==> src/rtl/inst_fetch_buffer.sv <==
// Instruction fetch stage: one outstanding word read over req/ack, results
// queued as {pc, instruction} pairs in a small FIFO for the decoder.
module inst_fetch_buffer #(
    parameter int DEPTH = 2
) (
    input  logic        clk,
    input  logic        rst_n,
    input  logic [31:0] ipc,
    input  logic        redirect,
    output logic        pc_stall,
    output logic        imem_req,
    output logic [31:0] imem_addr,
    input  logic        imem_ack,
    input  logic [31:0] imem_rdata,
    output logic        inst_valid,
    output logic [31:0] inst,
    output logic [31:0] inst_pc,
    input  logic        dec_ready
);

    localparam int PW = (DEPTH > 1) ? $clog2(DEPTH) : 1;
    localparam int CW = $clog2(DEPTH + 1);
    localparam logic [CW-1:0] FULL = CW'(DEPTH);

    typedef enum logic [1:0] {
        IDLE  = 2'd0,
        BUSY  = 2'd1,
        DRAIN = 2'd2
    } state_t;

    state_t          state, state_nxt;
    logic            accept, push, pop;
    logic [CW-1:0]   count;
    logic [PW-1:0]   wr_ptr, rd_ptr;
    logic [31:0]     pc_mem   [DEPTH];
    logic [31:0]     inst_mem [DEPTH];

    // Byte offset of ipc never reaches memory; fetches are word aligned.
    logic unused_ipc_bits;
    assign unused_ipc_bits = ^ipc[1:0];

    always_ff @(posedge clk or negedge rst_n) begin
        if (!rst_n) state <= IDLE;
        else        state <= state_nxt;
    end

    always_comb begin
        state_nxt = state;
        case (state)
            IDLE:    if (accept) state_nxt = BUSY;
            BUSY: begin
                if (imem_ack)      state_nxt = IDLE;
                else if (redirect) state_nxt = DRAIN;
            end
            DRAIN:   if (imem_ack) state_nxt = IDLE;
            default: state_nxt = IDLE;
        endcase
    end

    // Stall depends only on state, occupancy and redirect: no ack/ready paths.
    always_comb begin
        accept     = (state == IDLE) && !redirect && (count < FULL);
        pc_stall   = !accept;
        imem_req   = (state != IDLE);
        inst_valid = (count != '0);
        push       = (state == BUSY) && imem_ack && !redirect;
        pop        = inst_valid && dec_ready && !redirect;
    end

    always_ff @(posedge clk or negedge rst_n) begin
        if (!rst_n)      imem_addr <= '0;
        else if (accept) imem_addr <= {ipc[31:2], 2'b00};
    end

    always_ff @(posedge clk or negedge rst_n) begin
        if (!rst_n) begin
            count  <= '0;
            wr_ptr <= '0;
            rd_ptr <= '0;
        end else if (redirect) begin
            count  <= '0;
            wr_ptr <= '0;
            rd_ptr <= '0;
        end else begin
            if (push) wr_ptr <= wr_ptr + PW'(1);
            if (pop)  rd_ptr <= rd_ptr + PW'(1);
            case ({push, pop})
                2'b10:   count <= count + CW'(1);
                2'b01:   count <= count - CW'(1);
                default: count <= count;
            endcase
        end
    end

    always_ff @(posedge clk or negedge rst_n) begin
        if (!rst_n) begin
            for (int i = 0; i < DEPTH; i++) begin
                pc_mem[i]   <= '0;
                inst_mem[i] <= '0;
            end
        end else if (push) begin
            pc_mem[wr_ptr]   <= imem_addr;
            inst_mem[wr_ptr] <= imem_rdata;
        end
    end

    assign inst    = inst_valid ? inst_mem[rd_ptr] : '0;
    assign inst_pc = inst_valid ? pc_mem[rd_ptr]   : '0;

endmodule

==> config.mk <==
export PLATFORM = sky130hd
export DESIGN_NAME = inst_fetch_buffer
export DESIGN_NICKNAME = d
export VERILOG_FILES = /design/src/rtl/inst_fetch_buffer.sv
export SDC_FILE = /design/constraint.sdc
export NUM_CORES = 1
export LEC_CHECK = 0
export CAP_MARGIN = 20
export CORE_MARGIN = 8
export CORE_UTILIZATION = 40
export CTS_CLUSTER_SIZE = 8
export DETAILED_ROUTE_END_ITERATION = 8
export PLACE_DENSITY_LB_ADDON = 0.08
export SLEW_MARGIN = 20
export SYNTH_ARGS = -nofsm -noshare
export SYNTH_HDL_FRONTEND = slang
export SYNTH_SLANG_ARGS = --single-unit
export TNS_END_PERCENT = 1
==> constraint.sdc <==
create_clock -name clk -period 3.6 [get_ports clk]
set_input_delay 0.54 -clock clk [delete_from_list [all_inputs] [get_ports clk]]
set_output_delay 0.54 -clock clk [all_outputs]
set_load 0.005 [all_outputs]
Yosys cells after proc, flatten, opt, wreduce, memory -nomap -nowiden
Index checks and enable logic that the tools add are counted.
{ "word_totals": {"register_bits": 164, "latchBits": 0, "mem_bits_rw": 0, "mem_bits_ro": 0, "input_bits": 69, "out_inout_bits": 99, "word_cells": 65, "memories": 0} }
{ "classes": {"add_sub_neg": 4, "multipliers": 0, "div_mod_pow": 0, "order_cmp": 4, "n_eq_ne": 7, "shifts": 0, "mux": 23, "bitwise_logic": 2, "n_reduce_logical": 16} }
{ "ops": {"columns": ["cell", "count"], "rows": [
  ["two-way mux 32 bit", 9],
  ["bitwise mux 64 bit", 2],
  ["demux 32 bit (select 1 bit)", 1],
  ["two-way mux 2 bit", 5],
  ["nonzero test 2 bit", 4],
  ["logical AND 1 bit", 7],
  ["one-hot mux 2 bit (3 select lines)", 1],
  ["equality test 2 x 1 -> 1 bit, second input constant", 2],
  ["equality test 2 bit, second input constant", 2],
  ["greater-or-equal comparator 2 bit, second input constant", 2],
  ["two-way mux 1 bit", 4],
  ["!= test 2 bit, second input constant", 2],
  ["NOT 1 -> 2 bit", 2],
  ["one-hot mux 2 bit (2 select lines)", 1],
  ["!= test 3 bit, second input constant", 1],
  ["AND reduction 3 bit", 1],
  ["nonzero test 3 bit", 1],
  ["adder 1 bit, second input constant", 2],
  ["adder 2 x 1 -> 2 bit, second input constant", 1],
  ["zero test 1 bit", 2],
  ["zero test 2 bit", 1],
  ["less-than comparator 2 x 1 -> 1 bit, second input constant", 1],
  ["less-than comparator 2 bit, second input constant", 1],
  ["subtractor 2 x 1 -> 2 bit, second input constant", 1]
]} }

Depth between registers and ports, before layout
{ "logic_depth": {"word_depth": 6, "mapped_depth": 5} }

Worst setup path after synthesis
Ideal clock, no wire load.
{ "synth_timing": {"path_kind": "input to output", "start": "input redirect", "end": "output pc_stall", "arrival_time_ns": 1.416, "required_ns": 3.060, "slack_ns": 1.644, "cell_stages": 4, "path_cell_list": "clkbuf_1 nor4_1 buf_2 inv_1"} }
{ "synth_between": {"elab_chain_cells": 4} }
{ "synth_rtl": {"columns": ["element", "line_no", "text"], "rows": [
  ["start, declared", "9", "input logic redirect,"],
  ["zero test 1 bit", "62", "accept = (state == IDLE) && !redirect && (count < FULL);"],
  ["logical AND 1 bit (2 in series)", "62", null],
  ["zero test 1 bit", "63", "pc_stall = !accept;"],
  ["end, declared", "10", "output logic pc_stall,"]
]} }
No other way between the ends.

Worst setup path after layout
Same ends and word-level chain as after synthesis.

==> metrics.yaml <==
run_status:
  run_status: "finished clean"
floorplan:
  design.portCount: 168
  die_area_um2: 22800
  die-height_um: 151
  area_of_the_core_region_um2: 17900
  initial_utilization_pct: 40.7
  die_width_um: 151
  rows: 49
grt:
  grt_antenna_before_repair: 0
  grt_pass1_vias: 5038
  grt_first_pass_wirelength_mm: 26.9
  grt_max_degree: 107
  gr-total-overflow: 0
  globalRouteTotalUtil_pct: 15.1
sta:
  setup_tns_ns: 0
  final.period_utilization_pct: 78.4
  achievable-frequency_mhz: 354
  hold_violations: 0
  rsz0062_at_grt: "false"
  finalSetupViolCount: 0
  worst_slew_margin_rel_pct: 35.6
  maxSlewViolCount: 0
  timing_worst_slew_pin_value_ns: 0.965
  skew_ns: 0.0121
  layout_min_cycle_time_ns: 2.82
final_layout:
  antenna_cells_inserted: 0
  multi_input_area_um2: 3040
  area_growth_pct: 32.5
  nets: 733
  layout.filler_cells: 1482
  final_design_area_no_fill_um2: 9650
  post_route_cells_drive_above_1_share_pct: 30.9
  final-instance-count-excl-fill: 906
  sequential_cell_area_um2: 4010
clock_tree:
  cts.htree.levels: 4
  clock-root-buffer: "sky130_fd_sc_hd__clkbuf_16"
  clkTransAtPathRegs_ns: 0.07
  clock_latency_reported_for_the_late_side_of_the_worst_skew_pair_ns: 0.42
  cts-resized-gates: 0
  tritoncts: "yes"
  cts_num_sinks: 160
  numCtsBuffers: 17
  cts.hold.buffers_added: 0
  cts_buffer_depth: 2
  cts_post_setup_buffers_inserted: 0
setup_path:
  worst_r2r_endpoint: "pc_mem[6]"
  worst_setup_path_endpoint: "pc_stall"
  r2r-start: "state[1]"
  setup.reg_to_reg.worst_slack_ns: 1.42
  crit_start: "redirect"
  crit_fanout: 10
  required_ns: 3.06
  rr_worst_depth: 4
  critPathLaunchType: "input pin"
  cp-end-kind: "output pin"
  critical_path_arrival_ns: 2.28
  path_type_of_the_worst_setup_path: "input pin to output pin"
detailed_routing:
  avgRoutedWirePerCell_um: 18.2
  drt_iter0_markers: 102
  via_count: 4414
  route.final.wire_length_mm: 16.5
  route.detailed.drc: 0
  post_drt_via_cell_ratio: 4.87
  ant_nets: 0
  firstDrtPassIters: 4
place:
  place_inst: 874
  buffer_ports.inserted: 161
  globalplace.congestion: 0.731
  detailedPlacementHpwl_mm: 11.2
  dpl-instance-area_um2: 9080
yosys:
  synth_area_um2: 7280
  seq_area_frac_synth_pct: 55.0
  ys_ff_latch: 160
  syn_inst: 501
  ys_warn_count: 0
  ys_types: 28
  avgSynthCellArea_um2: 14.5
pwr:
  power_per_cell_area_nw_per_um2: 590
  leakagePower_nw: 4.20
  max-vdd-ir-drop_mv: 0.405
worst_hold_path:
  hold_path_class: "input pin to async pin"
run:
  timing.max_cap.violations: 0
-- flip-flops by register name (all words and copies together) (netlist names) --
| name | flops |
|---|---|
| inst_mem | 64 |
| imem_addr | 30 |
| state | 2 |
| rd_ptr | 1 |
| pc_mem | 60 |
| count | 2 |
| wr_ptr | 1 |
-- synth_stat cells --
| cell | instances | share of area (%) |
|---|---|---|
| sky130_fd_sc_hd__dfrtp_1 | 160 | 55 |
| sky130_fd_sc_hd__nor2b_1 | 1 | 0.086 |
| sky130_fd_sc_hd__mux2_2 | 96 | 15 |
| sky130_fd_sc_hd__nor2_1 | 67 | 3.5 |
| sky130_fd_sc_hd__nor3_2 | 1 | 0.14 |
| sky130_fd_sc_hd__nand2_1 | 1 | 0.051 |
| sky130_fd_sc_hd__buf_4 | 4 | 0.41 |
| sky130_fd_sc_hd__mux2i_1 | 62 | 8.5 |
| sky130_fd_sc_hd__nand3b_1 | 1 | 0.10 |
| sky130_fd_sc_hd__buf_6 | 1 | 0.15 |
| sky130_fd_sc_hd__conb_1 | 1 | 0.051 |
| sky130_fd_sc_hd__buf_2 | 13 | 0.89 |
| sky130_fd_sc_hd__clkbuf_1 | 8 | 0.41 |
| sky130_fd_sc_hd__a31oi_1 | 2 | 0.17 |
| sky130_fd_sc_hd__buf_1 | 2 | 0.10 |
| sky130_fd_sc_hd__xor2_1 | 2 | 0.24 |
| sky130_fd_sc_hd__inv_1 | 3 | 0.15 |
| sky130_fd_sc_hd__nor4bb_1 | 1 | 0.14 |
| sky130_fd_sc_hd__mux2_4 | 60 | 12 |
| sky130_fd_sc_hd__and2b_1 | 1 | 0.10 |
| sky130_fd_sc_hd__buf_12 | 6 | 1.6 |
| sky130_fd_sc_hd__a2111oi_0 | 1 | 0.12 |
| sky130_fd_sc_hd__o21ai_0 | 2 | 0.14 |
| sky130_fd_sc_hd__nand3b_4 | 1 | 0.27 |
| sky130_fd_sc_hd__or2_2 | 1 | 0.086 |
| sky130_fd_sc_hd__o211a_1 | 1 | 0.14 |
| sky130_fd_sc_hd__nor4_1 | 1 | 0.086 |
| sky130_fd_sc_hd__or3b_1 | 1 | 0.12 |
-- how the worst min path moves through the flow --
stage,startpoint,end,slack [ns],cells past startpoint
after global placement,inst_mem[45],inst_mem[45],0.49,1
final,rst_n,imem_addr[7],0.23,1
after floorplan,rst_n,count[0],0.24,0
after detailed placement,inst_mem[4],inst_mem[4],0.49,1
after CTS,rst_n,imem_addr[7],0.28,1
after global routing,rst_n,imem_addr[9],0.30,1
-- worst max-delay path, cell delays in order --
cell and delay [ns]:
sky130_fd_sc_hd__clkdlybuf4s50_1 0.64, sky130_fd_sc_hd__nor4_2 0.40, sky130_fd_sc_hd__buf_4 0.19, sky130_fd_sc_hd__inv_1 0.04, sky130_fd_sc_hd__clkdlybuf4s50_1 0.48
-- metal layers --
layer | share of wire (%) | up-vias | track usage (%)
met3 | 6.5 | 10 | 5.38
met2 | 49 | 100 | 24.6
met1 | 43 | 2242 | 18.7
li1 | - | 2062 | -
met5 | 0 | - | 0
met4 | 0.74 | 0 | 3.71
-- cell families (layout without fill, tap and decap cells) --
| kind of cell | Yosys count | in the layout | share of synthesized area, % |
|---|---|---|---|
| other cells | 1 | 4 | 0.0515 |
| buf+inv | 37 | 210 | 3.78 |
| mux | 218 | 218 | 35.7 |
| xor+xnor | 2 | 2 | 0.241 |
| simple gates | 77 | 77 | 4.64 |
| flops | 160 | 160 | 55.0 |
| compound gates | 6 | 6 | 0.567 |
-- cell usage in the layout, fill, tap and decap left out, types with 2 or more instances in the layout --
cell and instances:
sky130_fd_sc_hd__dfrtp_1 159, sky130_fd_sc_hd__inv_1 3, sky130_fd_sc_hd__o21ai_0 2, sky130_fd_sc_hd__clkinvlp_4 4, sky130_fd_sc_hd__buf_4 12, sky130_fd_sc_hd__conb_1 4
sky130_fd_sc_hd__mux2i_1 62, sky130_fd_sc_hd__xor2_1 2, sky130_fd_sc_hd__mux2_4 60, sky130_fd_sc_hd__clkinv_2 3, sky130_fd_sc_hd__clkbuf_16 17, sky130_fd_sc_hd__a31oi_1 2
sky130_fd_sc_hd__clkdlybuf4s50_1 160, sky130_fd_sc_hd__clkinv_4 3, sky130_fd_sc_hd__mux2_2 96, sky130_fd_sc_hd__clkbuf_8 2, sky130_fd_sc_hd__buf_12 2, sky130_fd_sc_hd__nor2_1 66
-- area by class of cell --
class                   instances  share of cell area [%]
clock buffers                  20                    4.73
clock inverters                12                    1.14
inverters                       3                   0.117
multi-input cells             307                    31.5
flip-flops and latches        160                    41.5
well taps                     229                    2.97
repair buffers                175                    18.1
-- report_power, final --
part           total (mW)  internal, mW  switching (mW)  leakage [nW]
sequential           2.66          2.33           0.327          1.99
clock                1.72         0.990           0.730         0.268
combinational        1.31         0.901           0.412          1.95
-- metrics by stage --
stage          power, mW  hold WS, ns  utilization [%]  setup WS, ns
2_1_floorplan       3.45        0.244                -          1.64
3_3_place_gp        3.96        0.488             50.7         0.714
3_5_place_dp        4.02        0.494             50.7         0.716
4_1_cts             5.77        0.282             53.9         0.680
5_1_grt             6.03        0.299             53.9         0.590
6_report            5.69        0.232             53.9         0.777
(Power assumes the default switching activity.)
